$ cat src/rtl/aes_keyram_pkg.sv
// Shared types and helpers for the multi-slot AES round-key store.
// Optional zeroize support is enabled with AES_KEYRAM_ZEROIZE_EN.
package aes_keyram_pkg;

  localparam logic [3:0] AES_NR_128 = 4'd10;
  localparam logic [3:0] AES_NR_192 = 4'd12;
  localparam logic [3:0] AES_NR_256 = 4'd14;

`ifdef AES_KEYRAM_ZEROIZE_EN
  typedef enum logic [1:0] {IDLE, LOAD, WIPE} wr_state_t;
`else
  typedef enum logic [1:0] {IDLE, LOAD} wr_state_t;
`endif

  // A round count is usable only if it is a real AES Nr and fits the reserved slot depth.
  function automatic logic nr_legal(input logic [3:0] nr, input int max_rounds);
    return ((nr == AES_NR_128) || (nr == AES_NR_192) || (nr == AES_NR_256)) &&
           (int'(nr) <= max_rounds);
  endfunction

  function automatic logic slot_in_range(input int slot, input int num_keys);
    return slot < num_keys;
  endfunction

  // Each slot owns (max_rounds+1) round keys of two 64-bit halves; half 0 is key[127:64].
  function automatic int keyram_addr(input int slot, input int round, input int half,
                                     input int max_rounds);
    return slot * (max_rounds + 1) * 2 + round * 2 + half;
  endfunction

endpackage

$ cat src/rtl/aes_keyram_dpram.sv
// 64-bit simple dual-port RAM: one write port, one synchronous read port.
module aes_keyram_dpram #(
  parameter int    DEPTH     = 60,
  parameter int    ADDR_W    = 6,
  parameter string RAM_STYLE = "block"
) (
  input  logic              clk,
  input  logic              we,
  input  logic [ADDR_W-1:0] waddr,
  input  logic [63:0]       wdata,
  input  logic [ADDR_W-1:0] raddr,
  output logic [63:0]       rdata
);

  (* ram_style = RAM_STYLE *) logic [63:0] mem [DEPTH];

  // NOTE: the array and read register have no reset so the tools can map them onto block RAM.
  always_ff @(posedge clk) begin
    // NOTE: non-blocking writes keep read-during-write returning the old word, as a real RAM does.
    if (we) mem[waddr] <= wdata;
    rdata <= mem[raddr];
  end

endmodule

$ cat src/rtl/aes_keyram_multislot.sv
// Multi-slot AES round-key store: 64-bit beat loader, 128-bit round-key reader.
// Define AES_KEYRAM_ZEROIZE_EN to add the zeroize input and RAM wipe sweep.
module aes_keyram_multislot
  import aes_keyram_pkg::*;
#(
  parameter int    NUM_KEYS   = 2,
  parameter int    MAX_ROUNDS = 14,
  parameter string RAM_STYLE  = "block",
  localparam int   SLOT_W     = (NUM_KEYS > 1) ? $clog2(NUM_KEYS) : 1
) (
  input  logic                clk,
  input  logic                kill,
`ifdef AES_KEYRAM_ZEROIZE_EN
  input  logic                zeroize,
`endif
  input  logic                wr_en,
  input  logic [SLOT_W-1:0]   wr_slot,
  input  logic [3:0]          wr_nr,
  input  logic [63:0]         wr_data,
  output logic                wr_idle,
  output logic                wr_err,
  output logic [NUM_KEYS-1:0] slot_valid,
  input  logic                rd_req,
  input  logic [SLOT_W-1:0]   rd_slot,
  input  logic [3:0]          rd_round,
  output logic                rd_busy,
  output logic                rd_valid,
  output logic                rd_err,
  output logic [127:0]        rd_data
);

  localparam int DEPTH  = NUM_KEYS * (MAX_ROUNDS + 1) * 2;
  localparam int ADDR_W = $clog2(DEPTH);
  localparam int BEAT_W = $clog2(2 * (MAX_ROUNDS + 1));

  wr_state_t                 state_q, state_d;
  logic [SLOT_W-1:0]         ld_slot_q;
  logic [3:0]                ld_nr_q;
  logic [BEAT_W-1:0]         beat_q;
  logic [NUM_KEYS-1:0]       slot_valid_q;
  logic [NUM_KEYS-1:0][3:0]  slot_nr_q;
  logic                      wr_err_q;
  logic                      load_start, load_beat, load_done, load_reject;

  logic                      ram_we;
  logic [ADDR_W-1:0]         ram_waddr, ram_raddr;
  logic [63:0]               ram_wdata, ram_rdata;

  logic [1:0]                rd_phase_q;
  logic [SLOT_W-1:0]         rd_slot_q;
  logic [3:0]                rd_round_q;
  logic                      rd_bad_q;
  logic [63:0]               half0_q;
  logic                      rd_valid_q, rd_err_q;
  logic [127:0]              rd_data_q;
  logic                      rd_ok, rd_accept, rd_blocked;

`ifdef AES_KEYRAM_ZEROIZE_EN
  logic [ADDR_W-1:0]         wipe_addr_q;
`endif

  // ---------------------------------------------------------------- write FSM
  always_ff @(posedge clk or posedge kill) begin
    if (kill) state_q <= IDLE;
    else      state_q <= state_d;
  end

  // NOTE: every signal written here gets a default first, so no latch is inferred.
  always_comb begin
    state_d     = state_q;
    ram_we      = 1'b0;
    ram_waddr   = '0;
    ram_wdata   = '0;
    load_start  = 1'b0;
    load_beat   = 1'b0;
    load_done   = 1'b0;
    load_reject = 1'b0;
    unique case (state_q)
      IDLE: begin
        if (wr_en) begin
          if (nr_legal(wr_nr, MAX_ROUNDS) && slot_in_range(int'(wr_slot), NUM_KEYS)) begin
            load_start = 1'b1;
            ram_we     = 1'b1;
            ram_waddr  = ADDR_W'(keyram_addr(int'(wr_slot), 0, 0, MAX_ROUNDS));
            ram_wdata  = wr_data;
            state_d    = LOAD;
          end else begin
            load_reject = 1'b1;
          end
        end
      end
      LOAD: begin
        if (wr_en) begin
          load_beat = 1'b1;
          ram_we    = 1'b1;
          ram_waddr = ADDR_W'(keyram_addr(int'(ld_slot_q), int'(beat_q >> 1),
                                          int'(beat_q[0]), MAX_ROUNDS));
          ram_wdata = wr_data;
          if (beat_q == BEAT_W'(2 * (int'(ld_nr_q) + 1) - 1)) begin
            load_done = 1'b1;
            state_d   = IDLE;
          end
        end
      end
`ifdef AES_KEYRAM_ZEROIZE_EN
      WIPE: begin
        ram_we    = 1'b1;
        ram_waddr = wipe_addr_q;
        if (wipe_addr_q == ADDR_W'(DEPTH - 1)) state_d = IDLE;
      end
`endif
      default: state_d = IDLE;
    endcase
`ifdef AES_KEYRAM_ZEROIZE_EN
    // Zeroize wins over everything, including a sweep already in progress.
    if (zeroize) begin
      state_d     = WIPE;
      ram_we      = 1'b0;
      load_start  = 1'b0;
      load_beat   = 1'b0;
      load_done   = 1'b0;
      load_reject = 1'b0;
    end
`endif
  end

  always_ff @(posedge clk or posedge kill) begin
    if (kill) begin
      ld_slot_q    <= '0;
      ld_nr_q      <= '0;
      beat_q       <= '0;
      slot_valid_q <= '0;
      slot_nr_q    <= '0;
      wr_err_q     <= 1'b0;
`ifdef AES_KEYRAM_ZEROIZE_EN
      wipe_addr_q  <= '0;
`endif
    end else begin
      wr_err_q <= load_reject;
      if (load_start) begin
        ld_slot_q             <= wr_slot;
        ld_nr_q               <= wr_nr;
        beat_q                <= BEAT_W'(1);
        slot_valid_q[wr_slot] <= 1'b0;
        slot_nr_q[wr_slot]    <= wr_nr;
      end else if (load_beat) begin
        beat_q <= beat_q + BEAT_W'(1);
      end
      if (load_done) slot_valid_q[ld_slot_q] <= 1'b1;
`ifdef AES_KEYRAM_ZEROIZE_EN
      if (zeroize) begin
        slot_valid_q <= '0;
        wipe_addr_q  <= '0;
      end else if (state_q == WIPE) begin
        wipe_addr_q <= wipe_addr_q + ADDR_W'(1);
      end
`endif
    end
  end

  // ---------------------------------------------------------------- read sequencer
`ifdef AES_KEYRAM_ZEROIZE_EN
  assign rd_blocked = (state_q == WIPE);
`else
  assign rd_blocked = 1'b0;
`endif

  // Validity is judged at acceptance; a later reload does not retroactively fail the read.
  assign rd_ok = slot_in_range(int'(rd_slot), NUM_KEYS) && slot_valid_q[rd_slot] &&
                 (rd_round <= slot_nr_q[rd_slot]);

  // Phase 3 is the last busy cycle, so a new request can overlap it for 1 key / 3 cycles.
  assign rd_accept = rd_req && !rd_blocked && ((rd_phase_q == 2'd0) || (rd_phase_q == 2'd3));
  assign ram_raddr = ADDR_W'(keyram_addr(int'(rd_slot_q), int'(rd_round_q),
                                         int'(rd_phase_q == 2'd2), MAX_ROUNDS));

  always_ff @(posedge clk or posedge kill) begin
    if (kill) begin
      rd_phase_q <= 2'd0;
      rd_slot_q  <= '0;
      rd_round_q <= '0;
      rd_bad_q   <= 1'b0;
      half0_q    <= '0;
      rd_valid_q <= 1'b0;
      rd_err_q   <= 1'b0;
      rd_data_q  <= '0;
    end else begin
      if (rd_accept) begin
        rd_phase_q <= 2'd1;
        rd_slot_q  <= rd_slot;
        rd_round_q <= rd_round;
        rd_bad_q   <= !rd_ok;
      end else if (rd_phase_q != 2'd0) begin
        rd_phase_q <= rd_phase_q + 2'd1;
      end
      if (rd_phase_q == 2'd2) half0_q <= ram_rdata;
      rd_valid_q <= (rd_phase_q == 2'd3);
      rd_err_q   <= (rd_phase_q == 2'd3) && rd_bad_q;
      if (rd_phase_q == 2'd3) rd_data_q <= rd_bad_q ? '0 : {half0_q, ram_rdata};
    end
  end

  aes_keyram_dpram #(
    .DEPTH    (DEPTH),
    .ADDR_W   (ADDR_W),
    .RAM_STYLE(RAM_STYLE)
  ) u_ram (
    .clk  (clk),
    .we   (ram_we),
    .waddr(ram_waddr),
    .wdata(ram_wdata),
    .raddr(ram_raddr),
    .rdata(ram_rdata)
  );

  assign wr_idle    = (state_q == IDLE);
  assign wr_err     = wr_err_q;
  assign slot_valid = slot_valid_q;
  assign rd_busy    = (rd_phase_q != 2'd0) || rd_blocked;
  assign rd_valid   = rd_valid_q;
  assign rd_err     = rd_err_q;
  assign rd_data    = rd_data_q;

endmodule

$ cat config.mk
export PLATFORM = sky130hd
export DESIGN_NAME = aes_keyram_multislot
export DESIGN_NICKNAME = d
export VERILOG_FILES = /design/src/rtl/aes_keyram_pkg.sv /design/src/rtl/aes_keyram_dpram.sv /design/src/rtl/aes_keyram_multislot.sv
export SDC_FILE = /design/constraint.sdc
export NUM_CORES = 2
export LEC_CHECK = 0
export BUFFER_PORTS_ARGS = -buffer_cell sky130_fd_sc_hd__buf_4
export CAP_MARGIN = 20
export CORE_MARGIN = 2
export CORE_UTILIZATION = 40
export CTS_CLUSTER_SIZE = 28
export DETAILED_ROUTE_END_ITERATION = 12
export GPL_ROUTABILITY_DRIVEN = 0
export HOLD_SLACK_MARGIN = 0.08
export PLACE_DENSITY_LB_ADDON = 0.12
export REMOVE_ABC_BUFFERS = 1
export SYNTH_ARGS = -nofsm -noshare
export SYNTH_HDL_FRONTEND = slang
export SYNTH_SLANG_ARGS = --single-unit
$ cat constraint.sdc
create_clock -name clk -period 14.9 [get_ports clk]
set_input_delay 0 -clock clk [delete_from_list [all_inputs] [get_ports clk]]
set_output_delay 0 -clock clk [all_outputs]
set_load 0.02 [all_outputs]
# Word-level counts from Yosys, hierarchy flattened
# Memories as Yosys holds them, arrays and structs flattened. A register that Yosys moved wholly into a read port is not among the register bits.
# Cells that the tools add are included.
word_totals:
  word_cells: 110
  ff_bits: 225
  n_memories: 1
  in_bits: 78
  mem_bits_rw: 3840
  output_inout_bits: 135
op_classes:
  bitwise: 3
  eq_ne: 11
  addsub: 8
  mul: 3
  muxes: 45
  n_lt_le_gt_ge: 7
  n_reduce_logical: 16
memory_table:
  columns: ["memory", "words", "width", "rd", "rd_ports_with_merged_regs", "wr", "line_no", "rtl"]
  rows:
  - ["u_ram.mem", 60, 64, 1, 1, 1, "aes_keyram_dpram.sv:15", "(* ram_style = RAM_STYLE *) logic [63:0] mem [DEPTH];"]
op_table:
  columns: ["operator", "n"]
  rows:
  - ["$mux W64", 3]
  - ["$mux W128", 1]
  - ["$pmux W64 S2", 1]
  - ["$mux W6", 3]
  - ["$mux W1", 17]
  - ["$mux W2", 8]
  - ["$mul A1 B4 Y5 const B", 3]
  - ["$add A6 B1 Y6", 2]
  - ["$add A6 B5 Y6", 2]
  - ["$eq A4 B4 Y1 const B", 3]
  - ["$mux W4", 3]
  - ["$pmux W6 S2", 1]
  - ["$mux W5", 2]
  - ["$bwmux W8", 1]
  - ["$logic_and A1 B1 Y1", 6]
  - ["$lt A1 B2 Y1 const B", 3]
  - ["$ne A2 B2 Y1 const B", 3]
  - ["$reduce_bool A2 Y1", 3]
  - ["$add A5 B1 Y5 const B", 1]
  - ["$eq A5 B5 Y1", 1]
  - ["$sub A5 B1 Y5 const B", 1]
  - ["$add A4 B1 Y4 const B", 1]
  - ["$demux W4 S1", 1]
  - ["$eq A2 B2 Y1 const B", 2]
  - ["16 further kinds", 21]

# Depth between registers and ports, before layout
depth:
  word_depth: 10
  depth_mapped: 13
  mapped_depth_nobuf: 9

# By module
# Synthesis repeated with hierarchy kept, for this count alone.
hier_totals:
  cells_unflattened: 7144
  area_unflattened_um2: 156724.1
by_module_without_submodules:
  columns: ["mod", "cells_per_inst", "area_each_um2", "n_inst", "seq_area_each_um2"]
  rows:
  - ["aes_keyram_dpram", 6208, 146976.0, 1, 116591.8]
  - ["aes_keyram_multislot", 936, 9748.1, 1, 5605.4]

# Least setup slack after synthesis
# OpenSTA, ideal clock, no wires.
synth_path:
  path_type: "register to register"
  start: "register beat_q[1]"
  end: "memory u_ram.mem[56][0] (enable)"
  path_slack_ns: 8.261
  setup_ns: 0.565
  n_path_buf: 0
  arrival_time_ns: 6.074
  required_time_ns: 14.335
  stages_incl_launch_ff: 8
  synth_period_minus_slack_ns: 6.639
  cell_sequence: "dfrtp_1 -> ha_1 -> inv_1 -> fa_1 -> nand2b_1 -> o21ai_0 -> o211ai_1 -> nor3_1"
synth_via:
  elab_chain_len: 4
synth_lines:
  columns: ["item", "line_no", "rtl"]
  rows:
  - ["start: declaration", "aes_keyram_multislot.sv:39", "logic [BEAT_W-1:0] beat_q;"]
  - ["start signal: assignment", "aes_keyram_multislot.sv:147", "beat_q <= beat_q + BEAT_W'(1);"]
  - ["$add A6 B5 Y6", "aes_keyram_pkg.sv:28", "return slot * (max_rounds + 1) * 2 + round * 2 + half;"]
  - ["$add A6 B1 Y6", "aes_keyram_pkg.sv:28", null]
  - ["$mux W6", "aes_keyram_multislot.sv:93", "if (wr_en) begin"]
  - ["$pmux W6 S2", "aes_keyram_multislot.sv:78", "unique case (state_q)"]
  - ["end: declaration", "aes_keyram_dpram.sv:15", null]
# No other way between the ends.

# Worst setup path after layout
layout_path:
  start: "register state_q[0]"
  end: "memory u_ram.mem[15][1] (enable)"
layout_via:
  elab_chain_len: 4
  elab_cells_between_ends: 6
  classes_between: "eq/ne (1); mux (4); reduce/logical (1)"
layout_lines:
  columns: ["item", "line_no", "rtl"]
  rows:
  - ["start: declaration", "aes_keyram_multislot.sv:36", "wr_state_t state_q, state_d;"]
  - ["start signal: assignment", "aes_keyram_multislot.sv:65", "else state_q <= state_d;"]
  - ["$eq A2 B1 Y1 or $logic_not A2 Y1 (tied branches)", "aes_keyram_multislot.sv:78", null]
  - ["$pmux W1 S2", "aes_keyram_multislot.sv:78", null]
  - ["$mux W1", "aes_keyram_dpram.sv:20", "if (we) mem[waddr] <= wdata;"]
  - ["$mux W1 (implied by the code)", "aes_keyram_dpram.sv:20", null]
# Parallel ways exist; a longest one is shown, timed or not.

==> flow_metrics.py <==
metrics = {
    "status": {
        "status": "finished clean",
    },
    "timing": {
        "finalCritPeriodShare_pct": 38.6,
        "finalMaxSlewViolations": 0,
        "hold_viol_final": 0,
        "fin_skew_ps": 50.9,
        "tightest_slew_ps": 1260,
        "setup_viol": 0,
        "relSlewSlack_pct": 16.3,
        "layout_setup_ws_ps": 9140,
        "fmaxAchievable_ghz": 0.174,
        "rsz0062_at_grt": "no",
        "min_period_ps": 5760,
        "hold_slack_ps": 116,
        "tns_ps": 0,
    },
    "floorplanning": {
        "pin_count": 213,
        "dieArea_mm2": 0.398,
        "num_rows": 230,
        "start_util_pct": 40.1,
        "core_mm2": 0.392,
        "die_y_um": 631,
        "fp.dieW_um": 631,
    },
    "synth": {
        "synth_adder_area_share_pct": 0.169,
        "synth_compound_gate_area_share_pct": 2.19,
        "postSynthAreaPerCell_um2": 22.2,
        "async_flop_share_pct": 5.43,
        "ys_ff_latch": 4128,
        "synth-simple-area-share_pct": 1.53,
        "ys_seq_area_share_pct": 77.7,
        "muxShareOfSynthArea_pct": 16.8,
        "ys.warnings.count": 0,
        "synth_area_leaders": "edfxtp_1 (73%), mux4_2 (15%), dfrtp_1 (3.6%), mux2i_1 (1.1%), dfxtp_1 (0.81%)",
        "synth_top_area_share_pct": 73.3,
        "synthDistinctLibCells": 60,
        "yosysTopAreaCell": "edfxtp_1",
        "synth_edf_count": 3840,
        "netlist_area_mm2": 0.157,
        "syn_inst": 7077,
        "synth_top_family_by_area": "multiplexers",
        "synth-xor-area-share_pct": 0.0827,
        "synth_ff_type": "edfxtp_1",
    },
    "route": {
        "dr_total_vias": 77499,
        "drt_iter0_markers": 8982,
        "drc": 0,
        "viasPerCell": 5.79,
        "final_antenna_net_count": 0,
        "routed_wirelength_mm": 458,
        "drtPass1Iterations": 6,
        "wl_per_cell_um": 34.2,
    },
    "finish": {
        "fin_nets": 7877,
        "synthToLayoutAreaGrowth_pct": 16.6,
        "drive_above_1_share_pct": 29.6,
        "finalInstanceArea_mm2": 0.183,
        "layout.cells.non_filler": 13378,
    },
    "worst_hold_path": {
        "hold_path_class": "input port to flop",
        "worstHoldPathCells": 3,
    },
    "cts": {
        "cts_setup_buffers": 0,
        "clk_latency_ps": 980,
        "cts_root_buffer": "clkbuf_16",
        "cts_tree": "yes",
        "clkSlewWorstSetupHoldPaths_ps": 60,
        "max-clock-path-buffers": 4,
        "cts_buffers": 436,
        "cts.sinks": 4128,
        "cts_max_level": 5,
    },
    "worst_setup_path": {
        "path_class": "flop to flop",
        "endpoint_kind": "flop",
        "startpoint_type": "flop",
        "crit_fanout": 25,
        "cp_data_required_time_ps": 15480,
        "critical_path_arrival_ps": 6340,
        "reg2regPathDepth": 9,
    },
    "placement": {
        "dp_slack_ps": 9450,
        "dp_hpwl_mm": 239,
        "dp_cells": 12365,
        "dpl-instance-area_mm2": 0.167,
        "io_buffers": 212,
    },
    "global_route": {
        "antenna_found_initial": 20,
        "overflow": 0,
        "grt_usage_pct": 22.7,
        "grt_pass1_wl_mm": 633,
        "grt_max_degree": 135,
        "grt_pass1_vias": 78454,
    },
    "run": {
        "max_cap_violations": 0,
    },
    "power": {
        "powerDensity_mw_per_mm2": 233,
        "ir_worst_vdd_mv": 0.449,
        "p_leak_nw": 59.1,
    },
}
-- cells in the mapped netlist (3+ instances only) --
library cell / instances
dfxtp_1: 64
a31oi_1: 9
a21o_1: 5
xnor2_1: 9
o22ai_1: 193
buf_4: 55
mux2_2: 88
a21oi_1: 173
or2_2: 3
o21ai_0: 62
and2_1: 10
ha_1: 18
nor2b_1: 101
o22a_1: 4
dfrtp_1: 224
buf_6: 11
buf_2: 170
o211ai_1: 11
mux4_2: 1052
o221ai_1: 6
a211oi_1: 35
nor3_1: 25
nor2_1: 101
nand2_1: 206
a22oi_1: 40
o21a_1: 6
o21ai_1: 7
nand3b_1: 4
nand4_1: 7
buf_1: 15
nand2b_1: 17
o31ai_1: 5
edfxtp_1: 3840
inv_1: 140
mux2i_1: 170
a2111oi_0: 4
xor2_1: 4
nand3_1: 14
or3_1: 6
clkbuf_1: 138
-- path summary, 6_finish.rpt --
path	startpoint	endpoint	slack (ps)
setup / recovery	state_q[0]	u_ram.mem[15][1]	9140
hold / removal	wr_data[36]	u_ram.mem[17][36]	120
setup reg to reg	state_q[0]	u_ram.mem[15][1]	9140
hold reg to reg	u_ram.rdata[57]	rd_data[57]	470
max in group asynchronous	kill	rd_data[73]	13110
min in group asynchronous	kill	rd_data[76]	270
-- layout make-up --
type | count | area (um2)
sequential | 4128 | 122000
timing repair buffer | 653 | 6380
clock inverter | 239 | 2280
inverter | 140 | 533
fill | 32379 | 209000
tap | 5220 | 6530
multi-input combinational | 2420 | 33700
clock buffer | 574 | 11800
antenna | 4 | 10.0
-- stage by stage --
| stage | total power (W) | util [%] |
|---|---|---|
| 2_1_floorplan | 0.0270 | - |
| 3_3_place_gp | 0.0322 | 42.5 |
| 3_5_place_dp | 0.0323 | 42.6 |
| 4_1_cts | 0.0431 | 46.5 |
| 5_1_grt | 0.0446 | 46.8 |
| 6_report | 0.0427 | 46.8 |
-- timing repair --
item	CTS	global route
gates resized for setup	0	0
hold endpoints to repair	4243	393
hold buffers	112	39
setup endpoints to repair	0	0
-- sequential cells by signal (all words and copies together), names as in the netlist, 4 cells and up --
signal and count:
beat_q 5, half0_q 64, ld_nr_q 4, rd_data 128, rd_round_q 4, slot_nr_q 8
u_ram.mem 3840, u_ram.rdata 64
-- power breakdown --
part | internal (W) | switching [W] | total [W]
Sequential | 0.0140 | 0.000369 | 0.0143
Clock | 0.00622 | 0.00453 | 0.0107
Combinational | 0.00730 | 0.0103 | 0.0176
-- placed cells by master, fill, tap and decap left out, drive strengths merged, types with 170 or more instances in the layout --
| master | netlist | routed |
|---|---|---|
| mux2i | 170 | 170 |
| mux4 | 1052 | 1052 |
| a21oi | 173 | 173 |
| nand2 | 209 | 209 |
| clkbuf | 138 | 574 |
| buf | 251 | 502 |
| edfxtp | 3840 | 3840 |
| o22ai | 193 | 193 |
| clkinv | 0 | 186 |
| dfrtp | 224 | 224 |
-- layer usage --
metal  share of wire, %  vias to the layer above  GRT usage (%)  routed length (um)
li1                   -                    31008              -                   -
met1                 43                    43128           33.0              199000
met2                 48                     2818           37.0              221000
met3                6.2                      545           3.10               28300
met4                2.0                        0           4.72                9270
met5                  0                        -              0                   0
-- kinds of logic (layout without fill, tap and decap cells) --
group           after synthesis  in the layout
compound gates              569            569
xor+xnor                     14             14
fa+ha+maj                    20             20
buf+inv                     529           1606
flops                      4128           4128
mux                        1310           1310
other cells                   0              4
simple gates                507            507
-- critical path, cell delays in order (launching register included) --
cell and delay (ps):
dfrtp_1 480, nand2b_1 240, nor4b_4 70, dlygate4sd3_1 710, nand2_1 380, o21a_1 240
nand3_1 580, nor2_4 1130, buf_4 730, buf_4 720
No activity file was read; power rests on OpenSTA's default activity.
